## src/rtl/prog_delay_timer.sv

```systemverilog
`default_nettype none
// ============================================================================
//  Module   : prog_delay_timer
//  Brief    : Runtime-programmable delay/interval timer with one-shot,
//             retriggerable one-shot and periodic modes, pause and readback.
//             Optional prescaler enabled by defining DELAY_PRESCALE_EN.
//  Revision : 1.0  initial release
// ============================================================================
module prog_delay_timer #(
   parameter int WIDTH    = 16,
   parameter int PRESCALE = 1
) (
   input  logic             iClk,
   input  logic             iRst,
   input  logic             iStart,
   input  logic             iStop,
   input  logic             iPause,
   input  logic [1:0]       iMode,
   input  logic [WIDTH-1:0] iLoad,
   output logic             oBusy,
   output logic             oDone,
   output logic             oPulse,
   output logic [WIDTH-1:0] oCount
);

   typedef enum logic [1:0] {
      IDLE = 2'd0,
      RUN  = 2'd1,
      DONE = 2'd2
   } state_t;

   localparam logic [1:0] cModeOne   = 2'b00;
   localparam logic [1:0] cModeRetrg = 2'b01;
   localparam logic [1:0] cModePer   = 2'b10;

   state_t           rState;
   logic [WIDTH-1:0] rTarget;
   logic [1:0]       rMode;

   logic             wStartOk;
   logic             wTick;
   logic             wTerminal;
   logic [WIDTH-1:0] wLoadN;
   logic [1:0]       wModeN;

   // Plain one-shot ignores a start while running; other modes restart.
   assign wStartOk  = iStart && ((rState != RUN) || (rMode != cModeOne));
   assign wLoadN    = (iLoad == '0) ? WIDTH'(1) : iLoad;
   assign wModeN    = (iMode == 2'b11) ? cModeOne : iMode;
   assign wTerminal = (oCount == (rTarget - WIDTH'(1)));

`ifdef DELAY_PRESCALE_EN
   localparam int cPreW = (PRESCALE > 1) ? $clog2(PRESCALE) : 1;
   localparam logic [cPreW-1:0] cPreMax = cPreW'(PRESCALE - 1);

   logic [cPreW-1:0] rPre;

   always_ff @(posedge iClk or negedge iRst) begin
      if (!iRst) begin
         rPre <= '0;
      end else if (iStop || wStartOk || (rState != RUN)) begin
         rPre <= '0;
      end else if (!iPause) begin
         rPre <= wTick ? '0 : rPre + cPreW'(1);
      end
   end

   assign wTick = (rPre == cPreMax);
`else
   localparam int unusedPrescale = PRESCALE;

   assign wTick = 1'b1;
`endif

   always_ff @(posedge iClk or negedge iRst) begin
      if (!iRst) begin
         rState  <= IDLE;
         rTarget <= '0;
         rMode   <= cModeOne;
         oBusy   <= 1'b0;
         oDone   <= 1'b0;
         oPulse  <= 1'b0;
         oCount  <= '0;
      end else begin
         oPulse <= 1'b0;
         if (iStop) begin
            rState <= IDLE;
            oCount <= '0;
            oBusy  <= 1'b0;
            oDone  <= 1'b0;
         end else if (wStartOk) begin
            rState  <= RUN;
            rTarget <= wLoadN;
            rMode   <= wModeN;
            oCount  <= '0;
            oBusy   <= 1'b1;
            oDone   <= 1'b0;
         end else begin
            case (rState)
               IDLE: begin
                  oCount <= '0;
                  oBusy  <= 1'b0;
                  oDone  <= 1'b0;
               end
               RUN: begin
                  if (!iPause && wTick) begin
                     if (wTerminal) begin
                        oPulse <= 1'b1;
                        if (rMode == cModePer) begin
                           oCount <= '0;
                        end else begin
                           rState <= DONE;
                           oBusy  <= 1'b0;
                           oDone  <= 1'b1;
                        end
                     end else begin
                        oCount <= oCount + WIDTH'(1);
                     end
                  end
               end
               DONE: begin
                  oBusy <= 1'b0;
                  oDone <= 1'b1;
               end
               default: begin
                  rState <= IDLE;
                  oCount <= '0;
                  oBusy  <= 1'b0;
                  oDone  <= 1'b0;
               end
            endcase
         end
      end
   end

   // Retrigger mode is distinguished only by being "not plain one-shot".
   logic unusedModeRetrg;
   assign unusedModeRetrg = (rMode == cModeRetrg);

endmodule
`default_nettype wire

```

## config.mk

```make
export PLATFORM = sky130hd
export DESIGN_NAME = prog_delay_timer
export DESIGN_NICKNAME = d
export VERILOG_FILES = /design/src/rtl/prog_delay_timer.sv
export SDC_FILE = /design/constraint.sdc
export NUM_CORES = 1
export LEC_CHECK = 0
export CAP_MARGIN = 30
export CORE_ASPECT_RATIO = 1.4
export CORE_MARGIN = 4
export CORE_UTILIZATION = 57
export CTS_CLUSTER_DIAMETER = 80
export DETAILED_ROUTE_END_ITERATION = 8
export PLACE_DENSITY = 0.89
export SLEW_MARGIN = 20
export SYNTH_ARGS = -nofsm -noshare
export SYNTH_HDL_FRONTEND = slang
export SYNTH_SLANG_ARGS = --single-unit
```

## constraint.sdc

```tcl
create_clock -name iClk -period 8.4 [get_ports iClk]
set_clock_uncertainty 0.2 [all_clocks]
set_input_delay 0.84 -clock iClk [delete_from_list [all_inputs] [get_ports iClk]]
set_output_delay 0.84 -clock iClk [all_outputs]
set_load 0.01 [all_outputs]
```

Word level (Yosys, flattened, before mapping)
Cells that the tools add are included.
Widths: inputs -> output; s select.
{"block": "totals", "ff_bits": 39, "latchBits": 0, "ramBits": 0, "romBits": 0, "inputBits": 23, "output_inout_bits": 19, "wordCells": 63, "memories": 0}
{"block": "classes", "add_sub_neg": 2, "mul": 0, "div": 0, "order_cmp": 0, "n_eq_ne": 12, "shifts": 0, "mux": 31, "n_bitwise": 1, "n_reduce_logical": 10}
{"operator": "$mux 16", "count": 6}
{"operator": "$pmux 16 s2", "count": 1}
{"operator": "$add 16x1->16 const B", "count": 1}
{"operator": "$eq 16x16->1", "count": 1}
{"operator": "$logic_not 16->1", "count": 1}
{"operator": "$mux 1", "count": 16}
{"operator": "$sub 16x1->16 const B", "count": 1}
{"operator": "$mux 2", "count": 6}
{"operator": "$ne 4x4->1 const B", "count": 3}
{"operator": "$eq 2x2->1 const B", "count": 3}
{"operator": "$reduce_and 3->1", "count": 2}
{"operator": "$ne 5x5->1 const B", "count": 1}
{"operator": "$pmux 2 s2", "count": 1}
{"operator": "$reduce_and 4->1", "count": 1}
{"operator": "$ne 3x1->1 const B", "count": 1}
{"operator": "$ne 3x3->1 const B", "count": 1}
{"operator": "$eq 2x1->1 const B", "count": 1}
{"operator": "$logic_not 2->1", "count": 1}
{"operator": "$ne 2x1->1 const B", "count": 1}
{"operator": "$pmux 1 s2", "count": 1}
{"operator": "$reduce_and 2->1", "count": 1}
{"operator": "$reduce_bool 2->1", "count": 1}
{"operator": "$reduce_or 2->1", "count": 1}
{"operator": "$logic_and 1x1->1", "count": 1}
{"operator": "2 further kinds", "count": 2}

Depth between registers and ports, before layout
Gate-level depths: netlist (run 1).
{"block": "logic_depth", "depth_word": 7, "depth_mapped": 12, "ltp_nobuf": 10}

Least setup slack after synthesis (run 1)
No wires, ideal clock.
{"block": "synth_path", "path_type": "register to register", "start": "register rTarget[0]", "end": "register rState[1]", "setup_ns": 0.078, "arrival_time_ns": 2.682, "required_time_ns": 8.122, "path_slack_ns": 5.440, "path_stages_with_launch": 11, "path_buffers": 0, "period_less_slack_ns": 2.960, "path_cell_list": "dfrtp_1 -> inv_1 -> ha_1 -> nor3b_2 -> a41oi_1 -> or4_1 -> nor4_1 -> o2111a_2 -> nand2_4 -> or4_1 -> a21oi_1"}
{"block": "synth_between", "elab_chain_cells": 4}
{"element": "start, declared", "line": "37", "rtl": "logic [WIDTH-1:0] rTarget;"}
{"element": "start signal, assigned", "line": "93", "rtl": "rTarget <= wLoadN;"}
{"element": "$sub 16x1->16", "line": "50", "rtl": "assign wTerminal = (oCount == (rTarget - WIDTH'(1)));"}
{"element": "$eq 16x16->1", "line": "50"}
{"element": "$ne 4x4->1 (no source line)"}
{"element": "$reduce_and 4->1 (no source line)"}
{"element": "end signal, assigned", "line": "77", "rtl": "rState <= IDLE;"}
{"element": "end signal, assigned", "line": "87", "rtl": "rState <= IDLE;"}
{"element": "end signal, assigned", "line": "92", "rtl": "rState <= RUN;"}
{"element": "end, declared", "line": "36", "rtl": "state_t rState;"}
No other way between the ends.
A chain may end at the register's enable or synchronous reset.

Worst setup path after layout (run 1)
{"block": "layout_path", "start": "register rTarget[0]", "end": "register oCount[10]"}
{"block": "layout_between", "elab_chain_cells": 7, "word_cells_on_any_way": 9, "cone_classes": "1 x add/sub; 2 x eq/ne; 5 x mux; 1 x reduce/logical"}
{"element": "$sub 16x1->16 (*)", "line": "50"}
{"element": "$eq 16x16->1 (*)", "line": "50"}
{"element": "$mux 16", "line": "107", "rtl": "if (wTerminal) begin"}
{"element": "$mux 16", "line": "106", "rtl": "if (!iPause && wTick) begin"}
{"element": "$pmux 16 s2", "line": "99", "rtl": "case (rState)"}
{"element": "$mux 16", "line": "91", "rtl": "end else if (wStartOk) begin"}
{"element": "$mux 16", "line": "86", "rtl": "if (iStop) begin"}
{"element": "end signal, assigned", "line": "117", "rtl": "oCount <= oCount + WIDTH'(1);"}
{"element": "end, declared", "line": "23", "rtl": "output logic [WIDTH-1:0] oCount"}
Mark *: on every way between the ends. The rest lies on a longest branch, timed or not. The select of a mux whose other input is x is not followed.

==> results.json, run 1 <==
{
  "status": "completed",
  "drt-pass1-iter-count": 4,
  "dp_hpwl_mm": 4.41,
  "start_kind": "flip-flop",
  "synth_top_flop_cell": "dfrtp_1",
  "die_x_um": 63.6,
  "h-tree-depth": 2,
  "synth_warnings": 0,
  "synth_top_area_share_pct": 39.6,
  "diodes": 0,
  "worstSetupEndpointType": "flip-flop",
  "cts.sinks": 39,
  "fmax_mhz": 287,
  "grt_pass1_vias": 2235,
  "grt_max_degree": 40,
  "drc": 0,
  "n_fill_cell": 329,
  "hold_viol_final": 0,
  "antenna_found_initial": 0,
  "grt_pass1_wl_mm": 10.1,
  "initial_core_util_pct": 58.6,
  "post-cts-setup-buffers": 0,
  "synth_enable_flop_cells": 0,
  "setup_ws_ps": 4920,
  "ir_drop_mv": 0.151,
  "tightest_slew_ps": 706,
  "crit_arrival_ps": 3500,
  "postCtsHoldBufs": 0,
  "vias": 2188,
  "synthesis.instances": 268,
  "leakagePower_uw": 0.00118,
  "cts_tree": "built",
  "power_density_nw_per_um2": 170,
  "clk-insertion-delay-late_ps": 290,
  "multi_input_area_um2": 1400,
  "syn_avg_cell_area_um2": 9.20,
  "crit_type": "reg2reg",
  "layout_worst_path_cycle_share_pct": 41.5,
  "synthArstFlopShare_pct": 100,
  "ys_top_cells_by_area": "dfrtp_1 (40%), mux2_2 (6.9%), a21oi_1 (3.9%)",
  "power_uw": 510,
  "slew_headroom_pct": 53.0,
  "timing.setup.tns_ps": 0,
  "wl_per_cell_um": 16.9,
  "place_congestion": 0.926,
  "row_count": 28,
  "grt_usage_pct": 23.6,
  "cts_root_buf": "clkbuf_8",
  "clkTransAtPathRegs_ps": 80,
  "routed_wl_mm": 5.93,
  "holdCritPathClass": "in2async",
  "path_max_fanout": 26,
  "ff_latch_area_um2": 976,
  "cts_max_path_buffers": 2,
  "drive_above_1_share_pct": 11.1,
  "yosys_register_bits": 39,
  "vias_per_cell": 6.22,
  "dpl.cell_count": 341,
  "die_h_um": 85.8,
  "yosys.area.top_type": "dfrtp_1",
  "drv_slew": 0,
  "grt_overflow": 0,
  "rsz0062_at_grt": "false",
  "fin_crit_ps": 3480,
  "io_pins": 42,
  "numPortBuffers": 41,
  "cts_resized": 0,
  "syn_nets": 296,
  "cts_buffers": 5,
  "ys_types": 48,
  "yosysSeqAreaShare_pct": 39.6,
  "die-area_um2": 5460,
  "setup_viol": 0,
  "ant_nets": 0,
  "syn_area_um2": 2460,
  "dp_slack_ps": 4910,
  "nNetsFinal": 334,
  "syn_to_final_growth_pct": 21.9,
  "worstPathRequired_ps": 8420,
  "core-area_um2": 4200,
  "fin_cells": 352,
  "maxCapViolations": 0,
  "drtIter0Drc": 155
}
## state kept, by name (all words and copies together) (netlist names)
signal / cells
rMode: 2
oDone: 1
rTarget: 16
oCount: 16
rState: 2
oPulse: 1
oBusy: 1
## Yosys cell counts (2+ instances only)
master / count
or4_1: 7
nand4_1: 5
inv_1: 10
nand3_1: 18
nor4_1: 5
nor3b_1: 2
clkbuf_1: 7
and3_1: 5
o31ai_1: 4
or3_1: 8
nand2_1: 18
ha_1: 5
o21ai_0: 18
a21oi_1: 19
nand4b_1: 2
xor2_1: 8
buf_1: 2
a41oi_1: 3
nand3b_1: 5
mux2_2: 15
and2_1: 4
xnor2_1: 10
nor4_2: 2
nor2_1: 14
mux2i_1: 4
buf_2: 4
nor2b_1: 2
nor3_1: 4
dfrtp_1: 39
## layout make-up
class                   count  area share [%]
clock buffers               7            2.54
clock inverters             1           0.167
inverters                  10            1.25
multi-input cells         206            46.5
flip-flops and latches     39            32.5
well taps                  45            1.87
repair buffers             44            15.2
## kinds of logic after synthesis
| group | synth area share (%) |
|---|---|
| simple gates | 25.5 |
| compound gates | 13.8 |
| flops | 39.6 |
| buf+inv | 3.71 |
| mux | 8.48 |
| xor+xnor | 6.40 |
| fa+ha+maj | 2.54 |
## layer usage
metal  GRT usage (%)  vias up  share of wire (%)
met5               0        -                  0
met4            13.0        0                3.9
met3            3.80       21                4.4
met2            41.3       70                 52
met1            27.3     1035                 40
li1                -     1062                  -
## critical path, stage by stage (launching register included)
cell and delay (ps):
dfrtp_1 440, inv_1 80, ha_1 170, nor3b_2 340, a41oi_1 160, or4_1 540, nor4_1 180, o2111a_2 290
and3_1 630, o21ai_0 210, a21oi_1 170
## path summary, 6_finish.rpt
check	from	endpoint	slack, ps	cells after the start
setup / recovery	rTarget[0]$_DFFE_PN0P_	oCount[10]$_DFFE_PN0P_	4920	10
hold / removal	iRst	oCount[12]$_DFFE_PN0P_	290	1
setup reg to reg	rTarget[0]$_DFFE_PN0P_	oCount[10]$_DFFE_PN0P_	4920	10
hold reg to reg	oDone$_DFFE_PN0P_	oDone$_DFFE_PN0P_	330	2
max in group asynchronous	iRst	rTarget[3]$_DFFE_PN0P_	7240	2
min in group iClk	oDone$_DFFE_PN0P_	oDone$_DFFE_PN0P_	330	2
## power by group
group | internal [uW] | total, uW | switching (uW)
clock | 58.3 | 122 | 64.1
combinational | 71.1 | 136 | 64.8
sequential | 212 | 252 | 39.8
## placed cells by master, fill, tap and decap left out, types with 8 or more instances in the layout
| cell type | synthesis | layout |
|---|---|---|
| clkdlybuf4s50_1 | 0 | 40 |
| o21ai_0 | 18 | 18 |
| dfrtp_1 | 39 | 39 |
| nand3_1 | 18 | 18 |
| nor2_1 | 14 | 14 |
| xor2_1 | 8 | 8 |
| a21oi_1 | 19 | 19 |
| xnor2_1 | 10 | 10 |
| nand2_1 | 18 | 18 |
| or3_1 | 8 | 8 |
| mux2_2 | 15 | 15 |
| inv_1 | 10 | 10 |
## stage by stage
stage	cell area (um2)	util [%]	hold slack, ps
floorplan	2460	-	301
global placement	2870	68.3	307
detailed placement	2870	68.3	319
CTS	2950	70.3	331
global route	3000	71.5	324
finish	3000	71.5	289
No activity file was read; power rests on OpenSTA's default activity.
==> run 2: changes to the inputs <==
--- a/config.mk
+++ b/config.mk
@@ -8,10 +8,10 @@
 export CAP_MARGIN = 30
 export CORE_ASPECT_RATIO = 1.4
 export CORE_MARGIN = 4
-export CORE_UTILIZATION = 57
+export CORE_UTILIZATION = 53
 export CTS_CLUSTER_DIAMETER = 80
 export DETAILED_ROUTE_END_ITERATION = 8
-export PLACE_DENSITY = 0.89
+export PLACE_DENSITY = 0.84
 export SLEW_MARGIN = 20
 export SYNTH_ARGS = -nofsm -noshare
 export SYNTH_HDL_FRONTEND = slang
==> constraint.sdc (replaced) <==
create_clock -name iClk -period 3.6 [get_ports iClk]
set_clock_uncertainty 0.2 [all_clocks]
set_input_delay 0.36 -clock iClk [delete_from_list [all_inputs] [get_ports iClk]]
set_output_delay 0.36 -clock iClk [all_outputs]
set_load 0.01 [all_outputs]
==> run 2 against run 1 <==
Die area grew 6.7%; critical endpoint is now rState[1]$_DFFE_PN0P_; critical path type unchanged; highest routed layer unchanged; largest cell class unchanged; non-clock buffer count grew 2; first-iteration DRC count shrank 23%; sequential cell count is the same; final area grew 0.50%; worst setup slack lost 4600 ps; global-route usage shrank 2.0 points.
==> results.json, run 2 (synthesis gave the netlist of run 1 again) <==
{
  "status": "completed",
  "die_x_um": 65.6,
  "fin_util_pct": 67.1,
  "drc": 0,
  "clkTransAtPathRegs_ps": 70,
  "worstSetupEndpointType": "flip-flop",
  "place_area_um2": 2920,
  "leakagePower_uw": 0.00118,
  "nNetsFinal": 336,
  "cts.sinks": 39,
  "ir_drop_mv": 0.262,
  "timing.setup.tns_ps": 0,
  "tightest_slew_ps": 794,
  "power_density_nw_per_um2": 388,
  "cts_max_path_buffers": 2,
  "syn_to_final_growth_pct": 22.5,
  "dp_slack_ps": 395,
  "postCtsHoldBufs": 0,
  "worstPathRequired_ps": 3610,
  "cts_root_buf": "clkbuf_8",
  "layout_worst_path_cycle_share_pct": 90.5,
  "cts_resized": 0,
  "ant_nets": 0,
  "ff_latch_area_um2": 976,
  "antenna_found_initial": 0,
  "wl_met2_mm": 3.00,
  "maxCapViolations": 0,
  "wl_per_cell_um": 15.6,
  "slew_headroom_pct": 47.1,
  "cts_tree": "built",
  "holdCritPathClass": "in2async",
  "layout_common_cells": "clkdlybuf4s50_1 (40), dfrtp_1 (39), a21oi_1 (19)",
  "grt_overflow": 0,
  "fin_crit_ps": 3260,
  "final_area_um2": 3020,
  "core-area_um2": 4500,
  "r2r_start": "rTarget[0]$_DFFE_PN0P_",
  "drive_above_1_share_pct": 11.1,
  "grt_max_degree": 40,
  "met3_length_um": 253,
  "rsz0062_at_grt": "false",
  "initial_core_util_pct": 54.8,
  "routed_wl_mm": 5.77,
  "fmax_mhz": 307,
  "row_count": 29,
  "path_max_fanout": 8,
  "diodes": 0,
  "drt-pass1-iter-count": 4,
  "dpl.cell_count": 361,
  "grt_pass1_wl_mm": 9.57,
  "drv_slew": 0,
  "start_kind": "flip-flop",
  "setup_viol": 0,
  "top_regs": "oCount (16), rTarget (16)",
  "endpoint": "rState[1]$_DFFE_PN0P_",
  "place_congestion": 0.879,
  "die_h_um": 88.7,
  "h-tree-depth": 2,
  "vias": 2193,
  "worst-r2r-cell-count": 10,
  "grt_pass1_vias": 2151,
  "layout_commonest_cell": "clkdlybuf4s50_1",
  "hold_viol_final": 0,
  "grt_usage_pct": 21.6,
  "startpoint": "rTarget[0]$_DFFE_PN0P_",
  "post-cts-setup-buffers": 0,
  "fin_cells": 369,
  "n_fill_cell": 381,
  "m1WireLength_mm": 2.34,
  "top_layer": "met4",
  "die-area_um2": 5820,
  "dp_hpwl_mm": 4.29,
  "numPortBuffers": 41,
  "crit_arrival_ps": 3270,
  "io_pins": 42,
  "ff2ff_setup_slack_ps": 340,
  "drtIter0Drc": 119,
  "r2r-end": "rState[1]$_DFFE_PN0P_",
  "setup_ws_ps": 343,
  "crit_type": "reg2reg",
  "clk-insertion-delay-late_ps": 290,
  "multi_input_area_um2": 1400,
  "cts_buffers": 5,
  "vias_per_cell": 5.94
}
-- run 2: cell count changes in the layout (fill, tap and decap cells not counted) --
| cell | previous run | this run |
|---|---|---|
| dlygate4sd3_1 | 0 | 1 |
| clkbuf_1 | 2 | 1 |
| buf_4 | 1 | 3 |
| buf_8 | 1 | 0 |
| buf_16 | 1 | 0 |
| clkinv_2 | 1 | 0 |
| buf_12 | 0 | 1 |
-- run 2: worst min path at each step --
stage | endpoint | start | slack [ps] | cells after the start
2_1_floorplan | oBusy$_DFFE_PN0P_ | iRst | -140 | 0
3_3_place_gp | oBusy$_DFFE_PN0P_ | oBusy$_DFFE_PN0P_ | 300 | 1
3_5_place_dp | oBusy$_DFFE_PN0P_ | oBusy$_DFFE_PN0P_ | 300 | 1
4_1_cts | oCount[11]$_DFFE_PN0P_ | iRst | 10 | 1
5_1_grt | oCount[11]$_DFFE_PN0P_ | iRst | 230 | 2
6_report | oCount[11]$_DFFE_PN0P_ | iRst | 220 | 2
-- run 2: per-layer routing --
layer	track usage [%]	vias to the layer above
li1	-	1060
met5	0	-
met3	4.07	15
met4	11.5	0
met2	37.9	67
met1	24.7	1051
-- run 2: critical path, cell delays in order, from the launching register on --
cell and delay [ps]:
dfrtp_1 440, inv_1 80, ha_1 170, nor3b_2 320
a41oi_1 140, or4_1 540, nor4_1 210, o2111a_2 310
nand2_4 100, or4_1 500, a21oi_1 170
-- run 2: stage by stage --
step	hold slack (ps)	total power, uW
after detailed placement	305	903
after global placement	302	891
after global routing	232	1250
final	224	1170
after floorplan	-136	793
after CTS	10.4	1170
-- run 2: area by class of cell --
cell class,instances,share of cell area [%]
clock buffers,6,2.40
inverters,10,1.24
multi-input cells,206,46.3
flip-flops and latches,39,32.3
well taps,62,2.57
repair buffers,46,15.2
-- run 2: report_power, final --
group          leakage, uW  switching (uW)  internal (uW)
clock            0.0000371             142            129
combinational     0.000642             151            165
sequential        0.000504            90.5            496
total              0.00118             383            790
==> run 3: changes to the inputs <==
--- a/config.mk
+++ b/config.mk
@@ -9,6 +9,7 @@
 export CORE_ASPECT_RATIO = 1.4
 export CORE_MARGIN = 4
 export CORE_UTILIZATION = 53
+export CTS_BUF_LIST = sky130_fd_sc_hd__clkbuf_16
 export CTS_CLUSTER_DIAMETER = 80
 export DETAILED_ROUTE_END_ITERATION = 8
 export PLACE_DENSITY = 0.84
==> run 3 against run 2 <==
Routed wire length decreased by 0.42%; count of clock-buffer cells in the layout decreased by 1; sequential share of layout area shrank 0.59 points; first-iteration DRC count up 5.0%; critical path type unchanged; largest power group unchanged; highest routed layer unchanged.
==> results.json, run 3 (synthesis gave the netlist of run 1 again) <==
{
  "status": "completed",
  "vias": 2203,
  "p_int_uw": 907,
  "drtIter0Drc": 125,
  "drt-pass1-iter-count": 4,
  "nNetsFinal": 336,
  "ff2ff_setup_slack_ps": 340,
  "seqPwrFrac_pct": 44.9,
  "drc": 0,
  "cts_root_buf": "clkbuf_16",
  "cts_max_path_buffers": 2,
  "row_count": 29,
  "worstSetupEndpointType": "flip-flop",
  "clkTransAtPathRegs_ps": 50,
  "multi_input_area_um2": 1400,
  "layout_commonest_cell": "clkdlybuf4s50_1",
  "maxCapViolations": 0,
  "crit_arrival_ps": 3260,
  "top_regs": "oCount (16), rTarget (16)",
  "setup_ws_ps": 342,
  "postCtsHoldBufs": 0,
  "p_sw_uw": 400,
  "cts_tree": "built",
  "slew_headroom_pct": 49.1,
  "timing.setup.tns_ps": 0,
  "pwr-share-clk_pct": 31.0,
  "grt_pass1_vias": 2162,
  "rsz0062_at_grt": "false",
  "vias_per_cell": 5.97,
  "switching_share_pct": 30.6,
  "die_h_um": 88.7,
  "grt_max_degree": 40,
  "io_pins": 42,
  "cts_buffers": 5,
  "fmax_mhz": 307,
  "worst-r2r-cell-count": 10,
  "antenna_found_initial": 0,
  "dp_hpwl_mm": 4.29,
  "post-cts-setup-buffers": 0,
  "core-area_um2": 4500,
  "hold_viol_final": 0,
  "path_max_fanout": 8,
  "initial_core_util_pct": 54.8,
  "holdCritPathClass": "in2async",
  "numPortBuffers": 41,
  "ff_latch_area_um2": 976,
  "grt_usage_pct": 21.9,
  "grt_pass1_wl_mm": 9.69,
  "ir_drop_mv": 0.344,
  "n_fill_cell": 369,
  "layout_worst_path_cycle_share_pct": 90.5,
  "r2r_start": "rTarget[0]$_DFFE_PN0P_",
  "routed_wl_mm": 5.74,
  "power_density_nw_per_um2": 425,
  "wl_per_cell_um": 15.6,
  "place_congestion": 0.879,
  "drive_above_1_share_pct": 11.1,
  "setup_viol": 0,
  "h-tree-depth": 2,
  "worstPathRequired_ps": 3600,
  "grt_overflow": 0,
  "drv_slew": 0,
  "layout_common_cells": "clkdlybuf4s50_1 (40), dfrtp_1 (39), a21oi_1 (19)",
  "dp_slack_ps": 395,
  "clk-insertion-delay-late_ps": 280,
  "fin_crit_ps": 3260,
  "tightest_slew_ps": 764,
  "die_x_um": 65.6,
  "start_kind": "flip-flop",
  "leakagePower_uw": 0.00121,
  "diodes": 0,
  "ant_nets": 0,
  "crit_type": "reg2reg",
  "r2r-end": "rState[1]$_DFFE_PN0P_",
  "cts.sinks": 39,
  "cts_resized": 0,
  "syn_to_final_growth_pct": 24.8,
  "comb_power_share_pct": 24.1,
  "die-area_um2": 5820
}
-- run 3: power by group through the flow --
stage | combinational, uW | sequential, uW | clock [uW]
after global routing | 353 | 597 | 432
after floorplan | 228 | 565 | 0
after detailed placement | 309 | 593 | 0
final | 316 | 587 | 405
after global placement | 301 | 591 | 0
after CTS | 313 | 586 | 405
-- run 3: worst max path at each step --
| stage | startpoint | to | cells past startpoint |
|---|---|---|---|
| floorplan | rTarget[0]$_DFFE_PN0P_ | rState[1]$_DFFE_PN0P_ | 10 |
| global placement | rTarget[0]$_DFFE_PN0P_ | rState[1]$_DFFE_PN0P_ | 10 |
| detailed placement | rTarget[0]$_DFFE_PN0P_ | rState[1]$_DFFE_PN0P_ | 10 |
| CTS | rTarget[0]$_DFFE_PN0P_ | rState[1]$_DFFE_PN0P_ | 10 |
| global route | rTarget[0]$_DFFE_PN0P_ | oCount[4]$_DFFE_PN0P_ | 11 |
| finish | rTarget[0]$_DFFE_PN0P_ | rState[1]$_DFFE_PN0P_ | 10 |
-- run 3: layout make-up --
| class | instances | area share (%) |
|---|---|---|
| clock buffer | 5 | 4.07 |
| timing repair buffer | 46 | 14.9 |
| inverter | 10 | 1.22 |
| clock inverter | 1 | 0.122 |
| tap | 62 | 2.52 |
| sequential | 39 | 31.7 |
| multi-input combinational | 206 | 45.4 |
-- run 3: metal layers --
| layer | part of all wire [%] | GRT usage (%) | vias up |
|---|---|---|---|
| met2 | 52 | 38.0 | 66 |
| li1 | - | - | 1061 |
| met1 | 40 | 25.0 | 1059 |
| met4 | 3.4 | 11.1 | 0 |
| met3 | 4.8 | 4.96 | 17 |
| met5 | 0 | 0 | - |
-- run 3: per-stage QoR --
stage          power [uW]  utilization, %  hold slack (ps)  instances  area, um2
2_1_floorplan         793               -             -136        268       2460
3_3_place_gp          891            64.8              302        361       2920
3_5_place_dp          903            64.8              305        361       2920
4_1_cts              1300            67.7             31.2        367       3050
5_1_grt              1380            68.4              258        369       3080
6_report             1310            68.4              241        369       3080
-- run 3: worst max-delay path, stage by stage (launching register included) --
cell and delay [ps]:
dfrtp_1 440, inv_1 80, ha_1 170, nor3b_2 320, a41oi_1 140, or4_1 540, nor4_1 210, o2111a_2 310
nand2_4 100, or4_1 500, a21oi_1 170
